**src/rtl/pc_sequencer.sv**
```systemverilog
// pc_sequencer: fetch-stage program counter with stall, flush/replay,
// branch redirect, exception entry and a RUN/HALT state machine.
// Optional return-address stack for call/return prediction, compiled in
// when the macro PC_SEQ_RAS_EN is defined.
module pc_sequencer #(
  parameter int unsigned      WIDTH        = 32,
  parameter int unsigned      STEP         = 4,
  parameter logic [WIDTH-1:0] RESET_VECTOR = '0,
  parameter logic [WIDTH-1:0] EXC_VECTOR   = WIDTH'(32'h0000_0080),
  parameter int unsigned      RAS_DEPTH    = 4
) (
  input  logic             Clk,
  input  logic             Rst,
  input  logic             stall,
  input  logic             flush,
  input  logic             redirect_valid,
  input  logic [WIDTH-1:0] redirect_target,
  input  logic             call,
  input  logic             ret,
  input  logic             exc,
  input  logic             halt,
  input  logic             resume,
  output logic [WIDTH-1:0] PCResult,
  output logic             halted,
  output logic             ras_empty,
  output logic             ras_full,
  output logic             ras_underflow
);

  typedef enum logic {RUN = 1'b0, HALT = 1'b1} state_t;

  localparam logic [WIDTH-1:0] STEP_W = WIDTH'(STEP);

  state_t           state;
  state_t           state_next;
  logic [WIDTH-1:0] pc;
  logic [WIDTH-1:0] pc_next;
  logic [WIDTH-1:0] pc_plus;
  logic             halt_req;
  logic             ras_clear;

  assign pc_plus = pc + STEP_W;

`ifdef PC_SEQ_RAS_EN
  localparam int unsigned PTR_W = (RAS_DEPTH > 1) ? $clog2(RAS_DEPTH) : 1;
  localparam logic [PTR_W:0] COUNT_FULL = (PTR_W+1)'(RAS_DEPTH);
  localparam logic [PTR_W:0] COUNT_ONE  = (PTR_W+1)'(1);
  localparam logic [PTR_W-1:0] PTR_ONE  = PTR_W'(1);

  // ras_ptr points at the next free slot; the top lives one below it.
  // Pushing when full simply walks over the oldest entry.
  logic [WIDTH-1:0] ras_mem [RAS_DEPTH];
  logic [PTR_W-1:0] ras_ptr;
  logic [PTR_W-1:0] top_idx;
  logic [PTR_W:0]   ras_count;
  logic [WIDTH-1:0] ras_top;
  logic             underflow_q;
  logic             push_req;
  logic             ras_push;
  logic             ras_pop;
  logic             ras_replace;
  logic             set_underflow;

  assign top_idx  = ras_ptr - PTR_ONE;
  assign ras_top  = ras_mem[top_idx];
  assign push_req = call & redirect_valid;
`else
  logic unused_call;
  localparam int unsigned unused_ras_depth = RAS_DEPTH;
  assign unused_call = call;
`endif

  // Next PC and stack operations, resolved in strict priority order.
  always_comb begin
    pc_next   = pc;
    halt_req  = 1'b0;
    ras_clear = 1'b0;
`ifdef PC_SEQ_RAS_EN
    ras_push      = 1'b0;
    ras_pop       = 1'b0;
    ras_replace   = 1'b0;
    set_underflow = 1'b0;
`endif
    if (exc) begin
      pc_next   = EXC_VECTOR;
      ras_clear = 1'b1;
    end else if (state == HALT) begin
      pc_next = pc;
    end else if (ret) begin
`ifdef PC_SEQ_RAS_EN
      if (ras_count == '0) begin
        pc_next       = redirect_target;
        set_underflow = 1'b1;
        ras_push      = push_req;
      end else begin
        pc_next     = ras_top;
        ras_replace = push_req;
        ras_pop     = ~push_req;
      end
`else
      pc_next = redirect_target;
`endif
    end else if (redirect_valid) begin
      pc_next = redirect_target;
`ifdef PC_SEQ_RAS_EN
      ras_push = push_req;
`endif
    end else if (flush) begin
      pc_next = pc - STEP_W;
    end else if (halt) begin
      halt_req = 1'b1;
    end else if (stall) begin
      pc_next = pc;
    end else begin
      pc_next = pc_plus;
    end
  end

  // State and PC registers; reset forces the fetch address to the vector.
  always_ff @(posedge Clk or posedge Rst) begin
    if (Rst) begin
      state <= RUN;
      pc    <= RESET_VECTOR;
    end else begin
      state <= state_next;
      pc    <= pc_next;
    end
  end

  // RUN/HALT transitions; exception entry always lands in RUN.
  always_comb begin
    state_next = state;
    case (state)
      RUN:     if (halt_req) state_next = HALT;
      HALT:    if (exc || resume) state_next = RUN;
      default: state_next = RUN;
    endcase
  end

`ifdef PC_SEQ_RAS_EN
  // Stack depth, pointer and sticky underflow flag.
  always_ff @(posedge Clk or posedge Rst) begin
    if (Rst) begin
      ras_ptr     <= '0;
      ras_count   <= '0;
      underflow_q <= 1'b0;
    end else if (ras_clear) begin
      ras_ptr     <= '0;
      ras_count   <= '0;
      underflow_q <= 1'b0;
    end else begin
      if (set_underflow) underflow_q <= 1'b1;
      if (ras_push) begin
        ras_ptr <= ras_ptr + PTR_ONE;
        if (ras_count != COUNT_FULL) ras_count <= ras_count + COUNT_ONE;
      end else if (ras_pop) begin
        ras_ptr   <= top_idx;
        ras_count <= ras_count - COUNT_ONE;
      end
    end
  end

  // Stack storage; entries beyond the depth count are never read.
  always_ff @(posedge Clk) begin
    if (ras_push) ras_mem[ras_ptr] <= pc_plus;
    else if (ras_replace) ras_mem[top_idx] <= pc_plus;
  end
`endif

  // Outputs decoded from registered state.
  always_comb begin
    PCResult = pc;
    halted   = (state == HALT);
`ifdef PC_SEQ_RAS_EN
    ras_empty     = (ras_count == '0);
    ras_full      = (ras_count == COUNT_FULL);
    ras_underflow = underflow_q;
`else
    ras_empty     = 1'b1;
    ras_full      = 1'b0;
    ras_underflow = 1'b0;
`endif
  end

endmodule

```
**config.mk**
```make
export PLATFORM = sky130hd
export DESIGN_NAME = pc_sequencer
export DESIGN_NICKNAME = d
export VERILOG_FILES = /design/src/rtl/pc_sequencer.sv
export SDC_FILE = /design/constraint.sdc
export NUM_CORES = 1
export LEC_CHECK = 0
export ABC_AREA = 1
export BUFFER_PORTS_ARGS = -buffer_cell sky130_fd_sc_hd__buf_4
export CORE_MARGIN = 10
export CORE_UTILIZATION = 40
export CTS_BUF_LIST = sky130_fd_sc_hd__clkbuf_2 sky130_fd_sc_hd__clkbuf_4 sky130_fd_sc_hd__clkbuf_8
export DETAILED_ROUTE_END_ITERATION = 8
export GPL_TIMING_DRIVEN = 1
export HOLD_SLACK_MARGIN = 0.05
export PLACE_DENSITY = 0.67
export SKIP_CTS_REPAIR_TIMING = 1
export SYNTH_ARGS = -nofsm -noshare
export SYNTH_HDL_FRONTEND = slang
export SYNTH_SLANG_ARGS = --single-unit
```
**constraint.sdc**
```tcl
create_clock -name Clk -period 2.4 [get_ports Clk]
set_input_delay 0.24 -clock Clk [delete_from_list [all_inputs] [get_ports Clk]]
set_output_delay 0.24 -clock Clk [all_outputs]
set_load 0.01 [all_outputs]
```
==> results of run 1 <==
==> sequential cells by signal, indices dropped and copies added, names as in the netlist <==
signal	count
PCResult	32
halted	1
==> synthesized netlist by cell type, types with 2 or more instances <==
library cell	number
o21bai_1	2
nor2_2	11
a21oi_1	22
o211ai_1	6
nor2_1	68
buf_2	6
nand3_1	44
conb_1	2
nand2_1	266
xnor2_1	10
and2_1	2
o22ai_1	2
nand2_2	14
ha_1	28
a21o_1	3
buf_4	3
clkbuf_1	4
dfrtp_1	33
nor2_4	4
inv_2	8
o21ai_0	13
nor3_1	3
o21bai_2	2
nand4_1	7
inv_1	101
==> worst max-delay path by stage <==
stage / startpoint / to / cells after the start
floorplan: PCResult[2] / PCResult[18] / 12
global placement: flush / PCResult[26] / 13
detailed placement: flush / PCResult[26] / 13
CTS: PCResult[10] / PCResult[20] / 11
global route: PCResult[3] / PCResult[16] / 12
finish: PCResult[10] / PCResult[20] / 11
==> metal layers <==
metal / vias to the layer above / wire [um]
met1: 1791 / 5810
met4: 0 / 110
li1: 2226 / -
met3: 4 / 670
met2: 86 / 5440
met5: - / 0
==> logic make-up after synthesis <==
kind of cell	Yosys count	synth area share, %
muxes	1	0.259
xor gates and xnor gates	11	2.49
other	2	0.194
adders and majority gates	29	9.58
DFF	33	21.4
and+or+nand+nor	420	45.4
AOI/OAI and AO/OA	54	8.38
buffers and inverters	122	12.3
==> worst register-to-register path, stage by stage (launching register included) <==
cell	delay, ps
dfrtp_1	410
ha_1	350
nand2_1	130
inv_1	60
a21oi_1	250
nand3_1	290
nand3_1	210
nand2_1	70
nand2_1	50
nand3_1	60
nand2_1	70
nand2_1	40
==> per-stage QoR <==
stage | instances | power, mW
global route | 879 | 2.52
CTS | 879 | 2.35
finish | 879 | 2.33
floorplan | 673 | 1.40
global placement | 871 | 1.74
detailed placement | 871 | 1.76
==> power by group through the flow <==
stage                     Sequential, mW  Clock (mW)  Combinational [mW]
after global routing               0.663       0.623                1.23
final                              0.653       0.595                1.08
after global placement             0.662           0                1.08
after floorplan                    0.682           0               0.715
after detailed placement           0.665           0                1.09
after CTS                          0.655       0.602                1.10
==> placed cells by master (no fill, tap or decap) <==
cell type and n:
nand2_2 14, bufinv_16 1, nand3_2 1, nor2_2 10, inv_1 101, and2_1 2, o21bai_1 2, fa_1 1
nand4_1 7, clkbuf_4 1, o21bai_2 2, nor2_4 5, xnor2_1 10, o2111ai_1 1, a21oi_2 1, o21ai_1 1
o221ai_1 1, o21ai_0 13, conb_1 3, xor2_1 1, nand3_1 44, o211ai_1 6, nand2_1 266, mux2i_1 1
a21oi_1 22, nor3_1 3, ha_1 28, clkbuf_8 6, nor2_1 68, a21o_1 3, inv_2 8, dfrtp_1 33
o22ai_1 2, buf_4 82
==> area by class of cell <==
class                   instances  area, um^2  area share [%]
clock buffers                   7        90.1            1.91
clock inverters                 1        30.0           0.638
inverters                     109         409            8.69
multi-input cells             518        2570            54.7
flip-flops and latches         33         826            17.5
well taps                     129         161            3.43
repair buffers                 82         616            13.1
==> impl_metrics.env, run 1 <==
export IMPL_design_area_mm2=0.00471
export IMPL_ff2ff_path_depth=11
export IMPL_first_global_vias=4106
export IMPL_worstSetupEndpointType="flop"
export IMPL_die_h_um=118
export IMPL_power_report_internal_total_mw=1.38
export IMPL_slowest_stage="dfrtp_1"
export IMPL_cts_max_level=2
export IMPL_numPortBuffers=73
export IMPL_dpl_cell_area_mm2=0.00459
export IMPL_global_route_peak_usage_layer="met2"
export IMPL_cp_arrival_ps=2280
export IMPL_grt_met1_usage_pct=22.7
export IMPL_cts_root_buf="clkbuf_8"
export IMPL_syn_area_per_cell_um2=5.76
export IMPL_globalplace_congestion=0.929
export IMPL_crit_fanout=4
export IMPL_tritoncts="done"
export IMPL_synth_largest_area_cell="nand2_1"
export IMPL_power_leakage_nw=2.74
export IMPL_insertedDiodeCount=0
export IMPL_vdd_ir_drop_worst_v=0.000275
export IMPL_largest_net_degree_at_the_start_of_global_routing=34
export IMPL_final_min_period_over_clock_period_pct=87.5
export IMPL_layout_drive_gt1_share_pct=17.5
export IMPL_final_setup_tns_ps=0
export IMPL_yosysTopAreaCellShare_pct=25.8
export IMPL_grt_pass1_wl_mm=20.1
export IMPL_dp_slack_ps=123
export IMPL_post_drt_wl_per_cell_um=13.7
export IMPL_timing_clock_skew_ps=12.2
export IMPL_num_rows=35
export IMPL_grt_overflow=0
export IMPL_worst_setup_path_start_kind="flop"
export IMPL_grt_util_met2_pct=28.0
export IMPL_critPathMaxStageDelay_ps=410
export IMPL_number_of_antenna_violations_at_the_first_check_in_global_routing=0
export IMPL_netlist_top_cells_area="nand2_1 (26%), dfrtp_1 (21%), inv_1 (9.8%)"
export IMPL_worst_r2r_startpoint="PCResult[10]"
export IMPL_synth_seq_area_share_pct=21.4
export IMPL_drtPass1Iterations=5
export IMPL_holdCritPathClass="in -> async"
export IMPL_detailroute_via_count=4107
export IMPL_design_final_nets=820
export IMPL_insertion_delay_ps=300
export IMPL_fp_dieArea_mm2=0.0140
export IMPL_final_util_pct=50.4
export IMPL_hold_ws_ps=45.0
export IMPL_clock_share_of_power_pct=25.5
export IMPL_fillerInstances=1013
export IMPL_clkSlewWorstSetupHoldPaths_ps=90
export IMPL_drtIter0Drc=253
export IMPL_ant_nets=0
export IMPL_synth_enable_flop_cells=0
export IMPL_max_freq_ghz=0.476
export IMPL_crit_required_ps=2580
export IMPL_worstPathBufferInverterCount=1
export IMPL_die_width_um=118
export IMPL_drc_errors=0
export IMPL_groute_layer_met3_usage_pct=3.19
export IMPL_number_of_instances_in_the_synthesized_netlist=672
export IMPL_power_switching_fraction_pct=40.9
export IMPL_path_cells="ha_1, nand2_1, inv_1, a21oi_1, nand3_1, nand3_1, nand2_1, nand2_1, nand3_1, nand2_1, nand2_1"
export IMPL_power_frac_seq_pct=28.0
export IMPL_combPwrFrac_pct=46.5
export IMPL_dp_hpwl_mm=10.0
export IMPL_global_router_s_overall_resource_usage_pct=17.1
export IMPL_routed_via_density=4.67
export IMPL_core_area_mm2=0.00933
export IMPL_synthDistinctLibCells=33
export IMPL_initial_core_util_pct=41.5
export IMPL_run_status="complete, no violations"
export IMPL_total_power_divided_by_cell_area_mw_per_mm2=496
export IMPL_min_period_ps=2100
export IMPL_design_portCount=78
export IMPL_critPathTopFamily="simple AND/OR/NAND/NOR gates"
export IMPL_postLayoutSetupSlackWorst_ps=301
export IMPL_synthArstFlopShare_pct=100
export IMPL_area_growth_pct=21.7
export IMPL_power_switching_mw=0.955
export IMPL_cts_sinks=33
export IMPL_critical_path_reg2reg_endpoint="PCResult[20]"
export IMPL_dominantRegCellSynth="dfrtp_1"
export IMPL_start_to_end_type_of_the_worst_setup_path="reg -> reg"
export IMPL_tritoncts_num_buffers=5
export IMPL_timing_max_cap_violations=0
export IMPL_most_repeated_library_cell_on_the_critical_path="nand2_1"
export IMPL_cts_buffer_depth=2
export IMPL_netlist_area_mm2=0.00387
export IMPL_finalWirelength_mm=12.0
export IMPL_drv_slew=0
export IMPL_finalHoldViolations=0
export IMPL_rsz0062_at_grt="false"
export IMPL_synthesis_yosys_warnings=0
export IMPL_synth_ff_latch_count=33
export IMPL_ff2ff_setup_slack_ps=300
export IMPL_final_report_setup_violation_count=0
Note: power is estimated with default switching activity, not from simulation.
==> run 2, diff against run 1 <==
--- a/config.mk
+++ b/config.mk
@@ -5,7 +5,6 @@
 export SDC_FILE = /design/constraint.sdc
 export NUM_CORES = 1
 export LEC_CHECK = 0
-export ABC_AREA = 1
 export BUFFER_PORTS_ARGS = -buffer_cell sky130_fd_sc_hd__buf_4
 export CORE_MARGIN = 10
 export CORE_UTILIZATION = 40
@@ -13,7 +12,6 @@
 export DETAILED_ROUTE_END_ITERATION = 8
 export GPL_TIMING_DRIVEN = 1
 export HOLD_SLACK_MARGIN = 0.05
-export PLACE_DENSITY = 0.67
 export SKIP_CTS_REPAIR_TIMING = 1
 export SYNTH_ARGS = -nofsm -noshare
 export SYNTH_HDL_FRONTEND = slang
==> run 2 against run 1 <==
  * Sequential power increased by 1%
  * Worst hold slack got worse by 9.6 ps
  * Setup slack lost 230 ps
  * Synthesized cell count is 40% lower
==> impl_metrics.env, run 2 <==
export IMPL_synth_fa_ha_area_share_pct=11.6
export IMPL_insertion_delay_ps=300
export IMPL_ff2ff_path_depth=9
export IMPL_critical_path_reg2reg_endpoint="PCResult[28]"
export IMPL_largest_reg_flops=32
export IMPL_rsz0062_at_grt="true"
export IMPL_worstSetupEndpointType="flop"
export IMPL_cts_buffer_depth=2
export IMPL_drv_slew=0
export IMPL_global_route_peak_usage_layer="met2"
export IMPL_initial_core_util_pct=41.2
export IMPL_netlist_area_mm2=0.00320
export IMPL_power_frac_seq_pct=28.3
export IMPL_crit_required_ps=2580
export IMPL_syn_area_per_cell_um2=7.98
export IMPL_design_portCount=78
export IMPL_min_period_ps=2330
export IMPL_cts_max_level=2
export IMPL_timing_clock_skew_ps=9.94
export IMPL_power_leakage_nw=2.18
export IMPL_ff2ff_setup_slack_ps=70
export IMPL_dp_hpwl_mm=8.87
export IMPL_combinational_family_with_the_most_area_after_synthesis="compound AO/OA/AOI/OAI gates"
export IMPL_capturing_element_of_the_worst_setup_path="PCResult[28]"
export IMPL_grt_util_met2_pct=31.1
export IMPL_run_status="complete, no violations"
export IMPL_vdd_ir_drop_worst_v=0.000228
export IMPL_first_global_vias=3570
export IMPL_final_min_period_over_clock_period_pct=96.9
export IMPL_drtIter0Drc=179
export IMPL_hold_ws_ps=35.4
export IMPL_finalHoldViolations=0
export IMPL_detailroute_via_count=3488
export IMPL_final_report_setup_violation_count=0
export IMPL_die_width_um=109
export IMPL_number_of_antenna_violations_at_the_first_check_in_global_routing=0
export IMPL_synthArstFlopShare_pct=100
export IMPL_design_final_nets=603
export IMPL_dp_slack_ps=-88.1
export IMPL_timing_max_cap_violations=0
export IMPL_total_power_divided_by_cell_area_mw_per_mm2=520
export IMPL_synth_enable_flop_cells=0
export IMPL_power_report_internal_total_mw=1.44
export IMPL_synth_largest_area_cell="dfrtp_1"
export IMPL_drtPass1Iterations=4
export IMPL_post_synth_top_count_cell="nor2_1"
export IMPL_fillerInstances=747
export IMPL_fp_dieArea_mm2=0.0120
export IMPL_most_common_layout_cells="buf_4 (142), nor2_1 (38), a21oi_1 (34), dfrtp_1 (33), nand2_1 (32)"
export IMPL_post_synth_mux_area_share_pct=1.25
export IMPL_holdCritPathClass="in -> async"
export IMPL_clock_share_of_power_pct=21.4
export IMPL_synth_seq_area_share_pct=25.8
export IMPL_start_to_end_type_of_the_worst_setup_path="reg -> reg"
export IMPL_power_switching_mw=0.890
export IMPL_max_freq_ghz=0.430
export IMPL_grt_overflow=0
export IMPL_synth_compound_area_share_pct=32.9
export IMPL_area_growth_pct=39.8
export IMPL_numPortBuffers=73
export IMPL_synth_xor_area_share_pct=5.47
export IMPL_synthesis_yosys_warnings=0
export IMPL_groute_layer_met3_usage_pct=3.92
export IMPL_post_drt_wl_per_cell_um=17.5
export IMPL_grt_met1_usage_pct=23.5
export IMPL_global_router_s_overall_resource_usage_pct=18.5
export IMPL_crit_fanout=3
export IMPL_netlist_top_cells_area="dfrtp_1 (26%), ha_1 (11%), a21oi_1 (5.5%)"
export IMPL_slew_headroom_pct=66.5
export IMPL_power_switching_fraction_pct=38.2
export IMPL_post_synth_and_or_nand_nor_area_fraction_pct=18.4
export IMPL_number_of_instances_in_the_synthesized_netlist=401
export IMPL_globalplace_congestion=0.882
export IMPL_tightestPinTransition_ps=498
export IMPL_combPwrFrac_pct=50.2
export IMPL_synth_cells_most_frequent="nor2_1 (38), a21oi_1 (35), dfrtp_1 (33)"
export IMPL_tritoncts_num_buffers=5
export IMPL_core_area_mm2=0.00777
export IMPL_grt_pass1_wl_mm=18.0
export IMPL_worst_r2r_startpoint="PCResult[13]"
export IMPL_synth_ff_latch_count=33
export IMPL_num_rows=32
export IMPL_worst_setup_path_start_kind="flop"
export IMPL_synthDistinctLibCells=59
export IMPL_cts_sinks=33
export IMPL_cts_root_buf="clkbuf_8"
export IMPL_insertedDiodeCount=0
export IMPL_yosysTopAreaCellShare_pct=25.8
export IMPL_largest_net_degree_at_the_start_of_global_routing=34
export IMPL_routed_via_density=5.49
export IMPL_drc_errors=0
export IMPL_layout_commonest_cell="buf_4"
export IMPL_dominantRegCellSynth="dfrtp_1"
export IMPL_clkSlewWorstSetupHoldPaths_ps=80
export IMPL_tritoncts="done"
export IMPL_ant_nets=0
export IMPL_finalWirelength_mm=11.1
export IMPL_die_h_um=109
export IMPL_layout_drive_gt1_share_pct=31.3
export IMPL_cp_arrival_ps=2510
export IMPL_critical_path_source="PCResult[13]"
export IMPL_postLayoutSetupSlackWorst_ps=74.7
## run 2: changes by cell type in the layout (fill, tap and decap cells not counted), moves of 16 or more
cell / previous run / this run
nor2_1: 68 / 38
buf_4: 82 / 142
o21ai_1: 1 / 17
nand2_1: 266 / 32
a22oi_1: 0 / 16
inv_1: 101 / 11
nand3_1: 44 / 6
## run 2: cells by family (layout without fill, tap and decap cells)
| group | count (synthesis) | in the layout |
|---|---|---|
| buf+inv | 32 | 163 |
| compound gates | 155 | 155 |
| simple gates | 126 | 126 |
| mux | 4 | 4 |
| xor+xnor | 20 | 20 |
| other cells | 2 | 3 |
| fa+ha+maj | 29 | 29 |
| flops | 33 | 33 |
## run 2: worst max-delay path: stages, from the launching register on
cell and delay [ps]:
dfrtp_1 440, ha_1 320, a21o_1 200, a31o_2 260, a22oi_1 190, o311ai_1 130, buf_4 160, o2111ai_1 210
mux2i_1 230, nand2_1 80
## run 2: metrics by stage
| stage | area, um^2 | TNS [ps] | instances | total power, mW | utilization, % |
|---|---|---|---|---|---|
| 6_report | 4480 | 0 | 635 | 2.33 | 57.6 |
| 3_5_place_dp | 4350 | -291 | 627 | 1.82 | 56.0 |
| 2_1_floorplan | 3210 | 0 | 402 | 1.31 | - |
| 5_1_grt | 4480 | -153 | 635 | 2.50 | 57.6 |
| 3_3_place_gp | 4350 | -149 | 627 | 1.81 | 56.0 |
| 4_1_cts | 4450 | 0 | 635 | 2.34 | 57.3 |
## run 2: layout make-up
class	instances	area (um^2)	share of cell area (%)
timing repair buffer	144	1110	24.7
clock inverter	1	5.00	0.112
multi-input combinational	337	2270	50.8
tap	102	128	2.85
sequential	33	826	18.4
clock buffer	7	96.3	2.15
inverter	11	41.3	0.922
## run 2: power groups by stage
stage / clock network, mW / registers (mW) / logic, mW
after floorplan: 0 / 0.685 / 0.620
after global placement: 0 / 0.668 / 1.14
after detailed placement: 0 / 0.671 / 1.15
after global routing: 0.544 / 0.669 / 1.29
after CTS: 0.524 / 0.660 / 1.16
final: 0.500 / 0.660 / 1.17
## run 2: worst min-delay path by stage
stage | start | to | slack (ps) | cells past startpoint
after floorplan | Rst | PCResult[0] | 370 | 1
after global placement | Rst | PCResult[1] | 380 | 3
after detailed placement | Rst | PCResult[1] | 390 | 3
after CTS | Rst | PCResult[1] | 60 | 3
after global routing | Rst | PCResult[0] | 80 | 3
final | Rst | PCResult[1] | 40 | 3
## run 2: metal layers
layer,share of wire [%],up-vias
met4,1.0,0
met5,0,-
li1,-,1768
met2,47,100
met3,6.9,9
met1,45,1611
